File: src/rtl/plic_pkg.sv
// Shared types and width helpers for the multi-target PLIC core.
package plic_pkg;

  typedef enum logic [1:0] {
    GwIdle  = 2'd0,
    GwPend  = 2'd1,
    GwInsvc = 2'd2
  } gw_state_e;

  function automatic int unsigned id_width(input int unsigned num_src);
    return $clog2(num_src + 1);
  endfunction

  function automatic int unsigned cnt_width(input int unsigned max_pend);
    return $clog2(max_pend + 1);
  endfunction

  localparam int unsigned DefPrioW = 3;
  localparam int unsigned DefIdW   = 5;

  typedef logic [DefPrioW-1:0] prio_t;
  typedef logic [DefIdW-1:0]   id_t;

endpackage

File: src/rtl/plic_tgt_arb.sv
// Per-target arbiter: registered masked priorities, max-tree, registered winner and irq.
module plic_tgt_arb #(
  parameter int unsigned NUM_SRC = 31,
  parameter int unsigned PRIO_W  = 3,
  parameter int unsigned ID_W    = 5
) (
  input  logic                           clk_i,
  input  logic                           rst_i,
  input  logic [NUM_SRC-1:0]             ip_i,
  input  logic [NUM_SRC-1:0]             ie_i,
  input  logic [NUM_SRC-1:0][PRIO_W-1:0] prio_i,
  input  logic [PRIO_W-1:0]              thold_i,
  output logic [ID_W-1:0]                best_id_o,
  output logic [PRIO_W-1:0]              best_prio_o,
  output logic                           irq_o
);

  logic [NUM_SRC-1:0][PRIO_W-1:0] r_mprio;
  logic [ID_W-1:0]                w_max_id;
  logic [PRIO_W-1:0]              w_max_prio;
  logic [ID_W-1:0]                r_best_id;
  logic [PRIO_W-1:0]              r_best_prio;
  logic                           r_irq;

  always_ff @(posedge clk_i or posedge rst_i) begin
    if (rst_i) begin
      r_mprio <= '0;
    end else begin
      for (int s = 0; s < NUM_SRC; s++) begin
        r_mprio[s] <= (ip_i[s] && ie_i[s]) ? prio_i[s] : '0;
      end
    end
  end

  // Strict '>' keeps the lowest id on ties; priority 0 can never win.
  always_comb begin
    logic [PRIO_W-1:0] max_prio;
    logic [ID_W-1:0]   max_id;
    max_prio = '0;
    max_id   = '0;
    for (int s = 0; s < NUM_SRC; s++) begin
      if (r_mprio[s] > max_prio) begin
        max_prio = r_mprio[s];
        max_id   = ID_W'(s + 1);
      end
    end
    w_max_prio = max_prio;
    w_max_id   = max_id;
  end

  always_ff @(posedge clk_i or posedge rst_i) begin
    if (rst_i) begin
      r_best_id   <= '0;
      r_best_prio <= '0;
      r_irq       <= 1'b0;
    end else begin
      r_best_id   <= w_max_id;
      r_best_prio <= w_max_prio;
      r_irq       <= (w_max_prio > thold_i);
    end
  end

  assign best_id_o   = r_best_id;
  assign best_prio_o = r_best_prio;
  assign irq_o       = r_irq;

endmodule

File: src/rtl/plic_core_mt.sv
// Multi-target PLIC core: per-source level/edge gateways, claim/complete resolution
// and one two-stage arbiter per target.
module plic_core_mt
  import plic_pkg::*;
#(
  parameter int unsigned NUM_SRC  = 31,
  parameter int unsigned NUM_TGT  = 2,
  parameter int unsigned PRIO_W   = 3,
  parameter int unsigned MAX_PEND = 8,
  localparam int unsigned ID_W    = id_width(NUM_SRC)
) (
  input  logic                            clk_i,
  input  logic                            rst_i,
  input  logic [NUM_SRC-1:0]              irq_i,
  input  logic [NUM_SRC-1:0]              tm_i,
  input  logic [NUM_SRC-1:0][PRIO_W-1:0]  prio_i,
  input  logic [NUM_TGT-1:0][NUM_SRC-1:0] ie_i,
  input  logic [NUM_TGT-1:0][PRIO_W-1:0]  thold_i,
  input  logic [NUM_TGT-1:0]              claim_i,
  input  logic [NUM_TGT-1:0]              comp_i,
  input  logic [NUM_TGT-1:0][ID_W-1:0]    comp_id_i,
  output logic [NUM_TGT-1:0][ID_W-1:0]    claim_id_o,
  output logic [NUM_SRC-1:0]              ip_o,
  output logic [NUM_TGT-1:0]              irq_o
);

  localparam int unsigned CNT_W = cnt_width(MAX_PEND);
  localparam int unsigned TGT_W = (NUM_TGT > 1) ? $clog2(NUM_TGT) : 1;

  gw_state_e          r_state     [NUM_SRC];
  logic [CNT_W-1:0]   r_cnt       [NUM_SRC];
  logic [TGT_W-1:0]   r_owner     [NUM_SRC];
  logic [NUM_SRC-1:0] r_irq_prev;

  gw_state_e          w_st_pc     [NUM_SRC];
  gw_state_e          w_state_d   [NUM_SRC];
  logic [CNT_W-1:0]   w_cnt_d     [NUM_SRC];
  logic [TGT_W-1:0]   w_claim_tgt [NUM_SRC];
  logic [NUM_SRC-1:0] w_comp_ok;
  logic [NUM_SRC-1:0] w_claimed;

  logic [NUM_TGT-1:0][ID_W-1:0]   w_best_id;
  logic [NUM_TGT-1:0][PRIO_W-1:0] w_best_prio;
  logic [NUM_TGT-1:0][ID_W-1:0]   w_claim_id;

  for (genvar t = 0; t < NUM_TGT; t++) begin : g_tgt
    plic_tgt_arb #(
      .NUM_SRC (NUM_SRC),
      .PRIO_W  (PRIO_W),
      .ID_W    (ID_W)
    ) u_arb (
      .clk_i       (clk_i),
      .rst_i       (rst_i),
      .ip_i        (ip_o),
      .ie_i        (ie_i[t]),
      .prio_i      (prio_i),
      .thold_i     (thold_i[t]),
      .best_id_o   (w_best_id[t]),
      .best_prio_o (w_best_prio[t]),
      .irq_o       (irq_o[t])
    );
  end

  // Complete is honoured only from the target that owns the in-service source.
  always_comb begin
    w_comp_ok = '0;
    for (int s = 0; s < NUM_SRC; s++) begin
      for (int t = 0; t < NUM_TGT; t++) begin
        if (comp_i[t] && comp_id_i[t] == ID_W'(s + 1) && r_state[s] == GwInsvc &&
            r_owner[s] == TGT_W'(t)) begin
          w_comp_ok[s] = 1'b1;
        end
      end
    end
  end

  // Gateway state as seen after this cycle's complete, so claim observes it.
  always_comb begin
    for (int s = 0; s < NUM_SRC; s++) begin
      w_st_pc[s] = r_state[s];
      if (w_comp_ok[s]) begin
        w_st_pc[s] = (tm_i[s] && r_cnt[s] != '0) ? GwPend : GwIdle;
      end
    end
  end

  // Targets are visited in index order, so the lowest index takes a contested id.
  always_comb begin
    logic [NUM_SRC-1:0] taken;
    taken      = '0;
    w_claim_id = '0;
    for (int s = 0; s < NUM_SRC; s++) begin
      w_claim_tgt[s] = '0;
    end
    for (int t = 0; t < NUM_TGT; t++) begin
      if (claim_i[t] && w_best_prio[t] > thold_i[t]) begin
        for (int s = 0; s < NUM_SRC; s++) begin
          if (w_best_id[t] == ID_W'(s + 1) && w_st_pc[s] == GwPend && !taken[s]) begin
            taken[s]       = 1'b1;
            w_claim_tgt[s] = TGT_W'(t);
            w_claim_id[t]  = w_best_id[t];
          end
        end
      end
    end
    w_claimed = taken;
  end

  always_comb begin
    logic [CNT_W-1:0] cnt;
    for (int s = 0; s < NUM_SRC; s++) begin
      cnt          = '0;
      w_state_d[s] = w_st_pc[s];
      if (tm_i[s]) begin
        cnt = r_cnt[s] - CNT_W'(w_claimed[s]);
        if (irq_i[s] && !r_irq_prev[s] && cnt != CNT_W'(MAX_PEND)) begin
          cnt = cnt + CNT_W'(1);
        end
        if (w_claimed[s]) begin
          w_state_d[s] = GwInsvc;
        end else if (w_st_pc[s] != GwInsvc) begin
          w_state_d[s] = (cnt != '0) ? GwPend : GwIdle;
        end
      end else begin
        // A level source just completed waits one cycle before re-pending.
        if (w_claimed[s]) begin
          w_state_d[s] = GwInsvc;
        end else if (w_st_pc[s] == GwIdle && irq_i[s] && !w_comp_ok[s]) begin
          w_state_d[s] = GwPend;
        end
      end
      w_cnt_d[s] = cnt;
    end
  end

  always_ff @(posedge clk_i or posedge rst_i) begin
    if (rst_i) begin
      r_irq_prev <= '0;
      for (int s = 0; s < NUM_SRC; s++) begin
        r_state[s] <= GwIdle;
        r_cnt[s]   <= '0;
        r_owner[s] <= '0;
      end
    end else begin
      r_irq_prev <= irq_i;
      for (int s = 0; s < NUM_SRC; s++) begin
        r_state[s] <= w_state_d[s];
        r_cnt[s]   <= w_cnt_d[s];
        if (w_claimed[s]) begin
          r_owner[s] <= w_claim_tgt[s];
        end
      end
    end
  end

  always_comb begin
    for (int s = 0; s < NUM_SRC; s++) begin
      ip_o[s] = (r_state[s] == GwPend);
    end
  end

  assign claim_id_o = w_claim_id;

endmodule

File: config.mk
export PLATFORM = sky130hd
export DESIGN_NAME = plic_core_mt
export DESIGN_NICKNAME = d
export VERILOG_FILES = /design/src/rtl/plic_pkg.sv /design/src/rtl/plic_tgt_arb.sv /design/src/rtl/plic_core_mt.sv
export SDC_FILE = /design/constraint.sdc
export NUM_CORES = 2
export LEC_CHECK = 0
export CORE_MARGIN = 2
export CORE_UTILIZATION = 54
export CTS_CLUSTER_DIAMETER = 80
export DETAILED_ROUTE_END_ITERATION = 12
export PLACE_DENSITY = 0.78
export REMOVE_ABC_BUFFERS = 1
export SETUP_SLACK_MARGIN = 0.15
export SLEW_MARGIN = 20
export SYNTH_ARGS = -nofsm -noshare
export SYNTH_HDL_FRONTEND = slang
export SYNTH_HIERARCHICAL = 1
export SYNTH_SLANG_ARGS = --single-unit
File: constraint.sdc
create_clock -name clk_i -period 35.1 [get_ports clk_i]
set_clock_uncertainty 0.2 [all_clocks]
set_input_delay 8.775 -clock clk_i [delete_from_list [all_inputs] [get_ports clk_i]]
set_output_delay 8.775 -clock clk_i [all_outputs]
set_load 0.02 [all_outputs]
* Word level (Yosys, flattened, before mapping)
Cells that the tools add are included.
Cells by class: bitwise operators 31, add/sub/neg operators 62, equal/unequal tests 279, reduce and logical (&&, ||, !) cells 684, mux-type cells 749, magnitude comparators 66
Operators by type and width (number):
- $logic_and A1 B1 Y1 | 498
- $mux W5 | 96
- $mux W4 | 109
- $mux W3 | 132
- $mux W2 | 190
- $eq A5 B5 Y1 const B | 64
- $reduce_bool A4 Y1 | 62
- $mux W1 | 219
- $gt A3 B3 Y1 | 64
- $eq A5 B4 Y1 const B | 32
- $add A4 B1 Y4 const B | 31
- $eq A2 B1 Y1 const B | 62
- $ne A4 B4 Y1 const B | 31
- $sub A4 B1 Y4 | 31
- $logic_not A1 Y1 | 93
- $mux W31 | 3
- $eq A5 B3 Y1 const B | 16
- $eq A2 B2 Y1 const B | 31
- $logic_not A2 Y1 | 31
- $ne A2 B2 Y1 const B | 31
- $eq A5 B2 Y1 const B | 8
- $not A1 Y1 | 31
- $eq A5 B1 Y1 const B | 4
- $gt A3 B1 Y1 const B | 2
Word-level totals: input port bits 239, logic and storage cells 2033, register bits 452

* Logic depth before layout (Yosys ltp)
depth in word-level cells 63, gate-level depth with buffers 203, depth with buffers taken out 201

* By module
Netlist, hierarchy kept.
Modules (own cells, without submodules):
- plic_core_mt | area each 18726.7 µm², sequential area each 6206.0 µm², cells each 2114, times used 1
- plic_tgt_arb at g_tgt[1].u_arb | area each 7692.4 µm², sequential area each 2552.4 µm², cells each 832, times used 1
- plic_tgt_arb at g_tgt[0].u_arb | area each 7621.1 µm², sequential area each 2552.4 µm², cells each 853, times used 1

* Worst setup path before layout
No wires, ideal clock.
kind register to register, from register g_tgt[1].u_arb/r_mprio[2] (netlist name), to register g_tgt[1].u_arb.r_irq, library setup time 126 ps, period minus slack after synthesis 36482 ps, setup slack -1382 ps, arrival time 36156 ps, path buffers 2, cell stages (with the launch flop) 178, cells stage by stage dfrtp_1 -> inv_1 -> ha_1 -> and3_1 -> a21oi_4 -> mux2i_1 -> ha_1 -> and3b_1 -> or2_2 -> o31ai_2 -> ha_1 -> a21oi_1 -> a32oi_2 -> a221o_1 -> ha_1 -> nand3b_1 -> nand2_1 -> o31ai_1 -> [142 not listed] -> ha_1 -> nor2b_1 -> o21ai_0 -> nand2b_1 -> nand2_1 -> o21ai_0 -> a2bb2oi_1 -> ha_1 -> a21o_1 -> a21oi_1 -> a31oi_1 -> nor2_1 -> o21ai_0 -> o21ai_0 -> ha_1 -> a21o_1 -> a21oi_1 -> a31oi_1
On the way: cells in the longest elaborated chain, start to end 63
RTL lines:
- start, declared | RTL line plic_tgt_arb.sv:18 | logic [NUM_SRC-1:0][PRIO_W-1:0] r_mprio;
- start signal, assigned by index | RTL line plic_tgt_arb.sv:30 | r_mprio[s] <= (ip_i[s] && ie_i[s]) ? prio_i[s] : '0;
- $gt A3 B1 Y1 | RTL line plic_tgt_arb.sv:42 | if (r_mprio[s] > max_prio) begin
- $mux W3 (*) | RTL line plic_tgt_arb.sv:42
- $gt A3 B3 Y1 | RTL line plic_tgt_arb.sv:42
- $mux W3 (*) | RTL line plic_tgt_arb.sv:42
- $gt A3 B3 Y1 | RTL line plic_tgt_arb.sv:42
- $mux W3 (*) | RTL line plic_tgt_arb.sv:42
- $gt A3 B3 Y1 | RTL line plic_tgt_arb.sv:42
- $mux W3 (*) | RTL line plic_tgt_arb.sv:42
- [48 not listed]
- $gt A3 B3 Y1 | RTL line plic_tgt_arb.sv:42
- $mux W3 (*) | RTL line plic_tgt_arb.sv:42
- $gt A3 B3 Y1 | RTL line plic_tgt_arb.sv:42
- $mux W3 (*) | RTL line plic_tgt_arb.sv:42
- $gt A3 B3 Y1 | RTL line plic_tgt_arb.sv:42
- $mux W3 (*) | RTL line plic_tgt_arb.sv:42
- net g_tgt[1].u_arb.w_max_prio[1] | RTL line plic_tgt_arb.sv:20 | logic [PRIO_W-1:0] w_max_prio;
- $gt A3 B3 Y1 (*) | RTL line plic_tgt_arb.sv:59 | r_irq <= (w_max_prio > thold_i);
- end signal, assigned | RTL line plic_tgt_arb.sv:59
- end, declared | RTL line plic_tgt_arb.sv:23 | logic r_irq;
Mark *: on every way through the listed nets, which the timed path passes. The rest lies on a longest branch. A chain may end at the register's enable or synchronous reset.

* Final worst setup path
from register g_tgt[1].u_arb/r_mprio[5] (netlist name), to register g_tgt[1].u_arb.r_irq
On the way: cells in the longest elaborated chain, start to end 61
RTL lines (RTL line):
- $gt A3 B3 Y1 | plic_tgt_arb.sv:42
- $mux W3 (*) | plic_tgt_arb.sv:42
- $gt A3 B3 Y1 | plic_tgt_arb.sv:42
- $mux W3 (*) | plic_tgt_arb.sv:42
- $gt A3 B3 Y1 | plic_tgt_arb.sv:42
- $mux W3 (*) | plic_tgt_arb.sv:42
- $gt A3 B3 Y1 | plic_tgt_arb.sv:42
- $mux W3 (*) | plic_tgt_arb.sv:42
- [46 not listed]
- $gt A3 B3 Y1 | plic_tgt_arb.sv:42
- $mux W3 (*) | plic_tgt_arb.sv:42
- $gt A3 B3 Y1 | plic_tgt_arb.sv:42
- $mux W3 (*) | plic_tgt_arb.sv:42
- $gt A3 B3 Y1 | plic_tgt_arb.sv:42
- $mux W3 (*) | plic_tgt_arb.sv:42
- net g_tgt[1].u_arb.w_max_prio[1] | plic_tgt_arb.sv:20
- $gt A3 B3 Y1 (*) | plic_tgt_arb.sv:59
Marks and branches as above.

==> results by stage <==
Status:
- The run finished, with violations left.
- The checks that failed: capacitance limit, slew limit, setup timing.

Clock network:
- The H-tree level count is 2.
- The longest clock path from root to sink contains 3 buffers.
- The count of clock tree sinks is around 450.
- Counting the buffers created by CTS gives between 50 and 60.
- For the worst-skew pair, the clock arrives at the later sink with an insertion delay of 0.64 ns.
- The count of hold-fix buffers inserted at cts is 0.
- The TritonCTS clock tree is done.
- The tree is rooted in a sky130_fd_sc_hd__clkbuf_16.
- The clock slew at the register clock pins of the worst setup and hold paths is 0.06 ns.

Setup path:
- At the worst endpoint, the arrival time is 37.45 ns.
- The worst register-to-register path begins at g_tgt[1].u_arb/r_mprio[5].
- The endpoint of the most critical setup path is g_tgt[1].u_arb/irq_o.
- The worst register-to-register path has a depth of 192.
- Along the worst path, the maximum fanout reaches 5.
- For the worst setup path, the data required time is approximately 35 ns.
- The capture point of the worst reg-to-reg path is g_tgt[1].u_arb/irq_o.
- The setup slack of the most critical reg-to-reg path is -2.03 ns.
- The kind of end point of the critical path is a flop.
- The setup path with the least slack is of type reg -> reg.
- For this run, the slowest stage of the critical path takes 0.44 ns.
- The most common cell type on the critical path is sky130_fd_sc_hd__ha_1.
- The critical path's slowest cell is sky130_fd_sc_hd__dfrtp_1.
- The first element of the critical path is g_tgt[1].u_arb/r_mprio[5].
- The worst setup path is launched from a flop.

Drt:
- In this run the remaining antenna-violating nets after routing total 0.
- The first TritonRoute pass finished after 8 iterations.
- The uppermost layer routed is met5.
- After detailed routing, the met2 layer carries between 50000 and 60000 um of wire.
- Dividing the detail-routed wire length by the instance count gives 23.38 um.
- After detailed routing, the met3 layer carries between 10000 and 15000 um of wire.
- The via density per instance is 6.476.
- For this block, the via count after detailed routing is roughly 36000.
- After detailed routing, the number of remaining DRC violations is 0.
- For this block, the initial DRC count from the detailed router was about 4200.
- After detailed routing, the wire length on met1 is 46880 um.
- The routed design has approximately 130000 um of wire.

GRT:
- Across every metal layer, demand over resource in global routing totals 31.54%.
- Entering global routing, the biggest net connects roughly 120 pins.
- The via count of the first global-routing pass is about 32000.
- The first global-routing pass estimated 163500 um of wire.
- The number of antenna violations at the first check in global routing is 7.
- For this run the aggregate overflow at the end of global routing stands at 0.

Layout:
- The post-route netlist has around a quarter of its cells at a drive strength greater than 1.
- In the layout the commonest cells are sky130_fd_sc_hd__buf_4, sky130_fd_sc_hd__dfrtp_1, sky130_fd_sc_hd__inv_1.
- The net count of the finished layout is 5188.
- The share of the core filled with cells is about three quarters.
- The number of cells in the finished layout apart from fillers is approximately 5500.
- The commonest non-fill, non-tap cell in the layout is sky130_fd_sc_hd__buf_4.
- Relative to the synthesized area, the layout overhead comes to 37.72%.
- The finished cells cover roughly 0.047 mm^2.

Logic synthesis:
- Counting flops and latches in the post-synthesis netlist gives approximately 450.
- The mean area per synthesized cell is about 9 um^2.
- The cell area after technology mapping is around 0.034 mm^2.
- The netlist uses about 130 different library cells.
- The gate count after technology mapping is between 3000 and 4000.
- The number of enable-type register cells in the synthesized netlist is 0.
- For this run, the register share of the synthesized area comes to 33.23%.
- The number of warning messages in the yosys log is 6.
- The share of flip-flops with an asynchronous set or reset is between 90% and 100%.
- The predominant post-synthesis flop cell is sky130_fd_sc_hd__dfrtp_1.

Floorplanning:
- The total die area is between 0.06 and 0.07 mm^2.
- The standard-cell row count is 92.
- During I/O placement, the number of pins put on the boundary was 282.
- In this run the vertical extent of the chip is 255.1 um.
- The starting utilization of the core area is between 50% and 60%.
- The x dimension of the die is roughly 260 um.
- The total area inside the core boundary comes to around 0.063 mm^2.

Flow run:
- The number of violations of the max-capacitance limit is 1.

Timing:
- Setup repair after global routing could not meet its margin everywhere.
- The number of hold violations in the final report is 0.
- The worst path uses 105.8% of the clock period.
- The count of endpoints failing setup in the final report is 18.
- At the pin with the least slew margin, the transition time is between 2 and 2.5 ns.
- The worst path in the final design needs a cycle of approximately 37 ns, including I/O delays and setup.
- The max-slew violation count came to 2.
- The sum of negative setup slack is -23.37 ns.
- The relative max-transition margin is -39.46%.
- The slack of the critical path is -2.033 ns.
- Based on the critical path, the design can be clocked at up to about 27 MHz.

Place:
- The number of port buffers is 281.
- Routability-driven placement finished with a final weighted congestion of 1.008.
- The total instance count after detailed placement is 5196.
- The sum of net half-perimeters after detailed placement is about 78000 um.
- The post-placement cell area is ~0.04 mm^2.

Min path:
- In this run the worst hold path is classified as reg -> reg.
## kinds of logic after synthesis
family	count (synthesis)	share of synthesized area, %
xor+xnor	172	4.425
mux	67	2.058
flops	452	33.23
compound gates	984	20.98
simple gates	1437	23.34
buf+inv	371	4.359
fa+ha+maj	316	11.62
## final cells by class
| cell class | count | area [um^2] |
|---|---|---|
| multi-input cells | 2976 | 24260 |
| fillers | 3915 | 15850 |
| flip-flops and latches | 452 | 11310 |
| repair buffers | 837 | 7148 |
| clock buffers | 75 | 1570 |
| inverters | 314 | 1191 |
| well taps | 846 | 1059 |
| clock inverters | 21 | 332.8 |
| diodes | 4 | 10.01 |
## state kept, by name, summed over array words and instances, names as in the netlist
register	cells
r_state	62
r_irq_prev	31
g_tgt.u_arb/best_prio_o	6
g_tgt.u_arb/irq_o	2
g_tgt.u_arb/r_mprio	186
g_tgt.u_arb/best_id_o	10
r_cnt	124
r_owner	31
## metrics by stage
stage / hold slack, ns / setup slack, ns
after floorplan: 0.2722 / -1.305
after global placement: 0.2940 / -0.5424
after detailed placement: 0.2984 / -2.016
after CTS: 0.3127 / 0.1553
after global routing: 0.3331 / -3.059
final: 0.3163 / -2.033
## critical path: cells and delay by family, from the launching register on
family / cells / cell delay (ns)
compound gates: 82 / 14.72
simple gates: 57 / 9.11
fa+ha+maj: 31 / 8.77
buf+inv: 16 / 1.91
mux: 6 / 1.78
flops: 1 / 0.44
## synth_stat cells, types with 27 or more instances
| library cell | count | area share [%] |
|---|---|---|
| sky130_fd_sc_hd__dfrtp_1 | 452 | 33 |
| sky130_fd_sc_hd__o211ai_1 | 42 | 0.93 |
| sky130_fd_sc_hd__o21ai_1 | 36 | 0.53 |
| sky130_fd_sc_hd__nor2b_1 | 77 | 1.4 |
| sky130_fd_sc_hd__nand3_1 | 91 | 1.3 |
| sky130_fd_sc_hd__nand2_1 | 252 | 2.8 |
| sky130_fd_sc_hd__mux2i_1 | 46 | 1.4 |
| sky130_fd_sc_hd__o21a_1 | 57 | 1.3 |
| sky130_fd_sc_hd__a21oi_1 | 219 | 3.2 |
| sky130_fd_sc_hd__nand2b_1 | 34 | 0.62 |
| sky130_fd_sc_hd__and2_1 | 113 | 2.1 |
| sky130_fd_sc_hd__a31oi_1 | 65 | 1.2 |
| sky130_fd_sc_hd__nor4_1 | 46 | 0.85 |
| sky130_fd_sc_hd__a21o_1 | 42 | 0.93 |
| sky130_fd_sc_hd__nand3b_1 | 53 | 1.2 |
| sky130_fd_sc_hd__or2_2 | 27 | 0.50 |
| sky130_fd_sc_hd__nor2_1 | 293 | 3.2 |
| sky130_fd_sc_hd__xor2_1 | 73 | 1.9 |
| sky130_fd_sc_hd__o31ai_1 | 40 | 0.88 |
| sky130_fd_sc_hd__a311oi_1 | 30 | 0.77 |
| sky130_fd_sc_hd__and3_1 | 211 | 3.9 |
| sky130_fd_sc_hd__nor3b_1 | 39 | 0.86 |
| sky130_fd_sc_hd__inv_1 | 313 | 3.5 |
| sky130_fd_sc_hd__nor3_1 | 54 | 0.79 |
| sky130_fd_sc_hd__ha_1 | 316 | 12 |
| sky130_fd_sc_hd__xnor2_1 | 99 | 2.5 |
| sky130_fd_sc_hd__o211a_1 | 34 | 1.0 |
| sky130_fd_sc_hd__o21ai_0 | 99 | 1.5 |
## worst min path at each step
| stage | startpoint | end | slack [ns] | depth (start not counted) |
|---|---|---|---|---|
| 5_1_grt | r_state[9] | r_state[9] | 0.33 | 1 |
| 3_5_place_dp | r_state[9] | r_state[9] | 0.30 | 1 |
| 3_3_place_gp | r_state[9] | r_state[9] | 0.29 | 1 |
| 6_report | r_state[9] | r_state[9] | 0.32 | 1 |
| 4_1_cts | r_state[9] | r_state[9] | 0.31 | 1 |
| 2_1_floorplan | r_state[9] | r_state[9] | 0.27 | 1 |
## routing by layer
metal / vias to the layer above / global-route usage [%]
li1: 15640 / -
met1: 17060 / 40.69
met2: 2290 / 52.62
met3: 791 / 5.349
met4: 4 / 12.83
met5: - / 0
## timing repair
| item | 4_1_cts | 5_1_grt |
|---|---|---|
| endpoints found under the setup margin | 18 | 18 |
| hold endpoints to repair | 0 | 0 |
| buffers inserted | 73 | 157 |
| pin swaps | 62 | 318 |
| gates cloned | 0 | 0 |
| resized for setup | 157 | 496 |
Power is not shown: default switching activity piles up to over one toggle a cycle in this logic, so the estimate is an artifact.
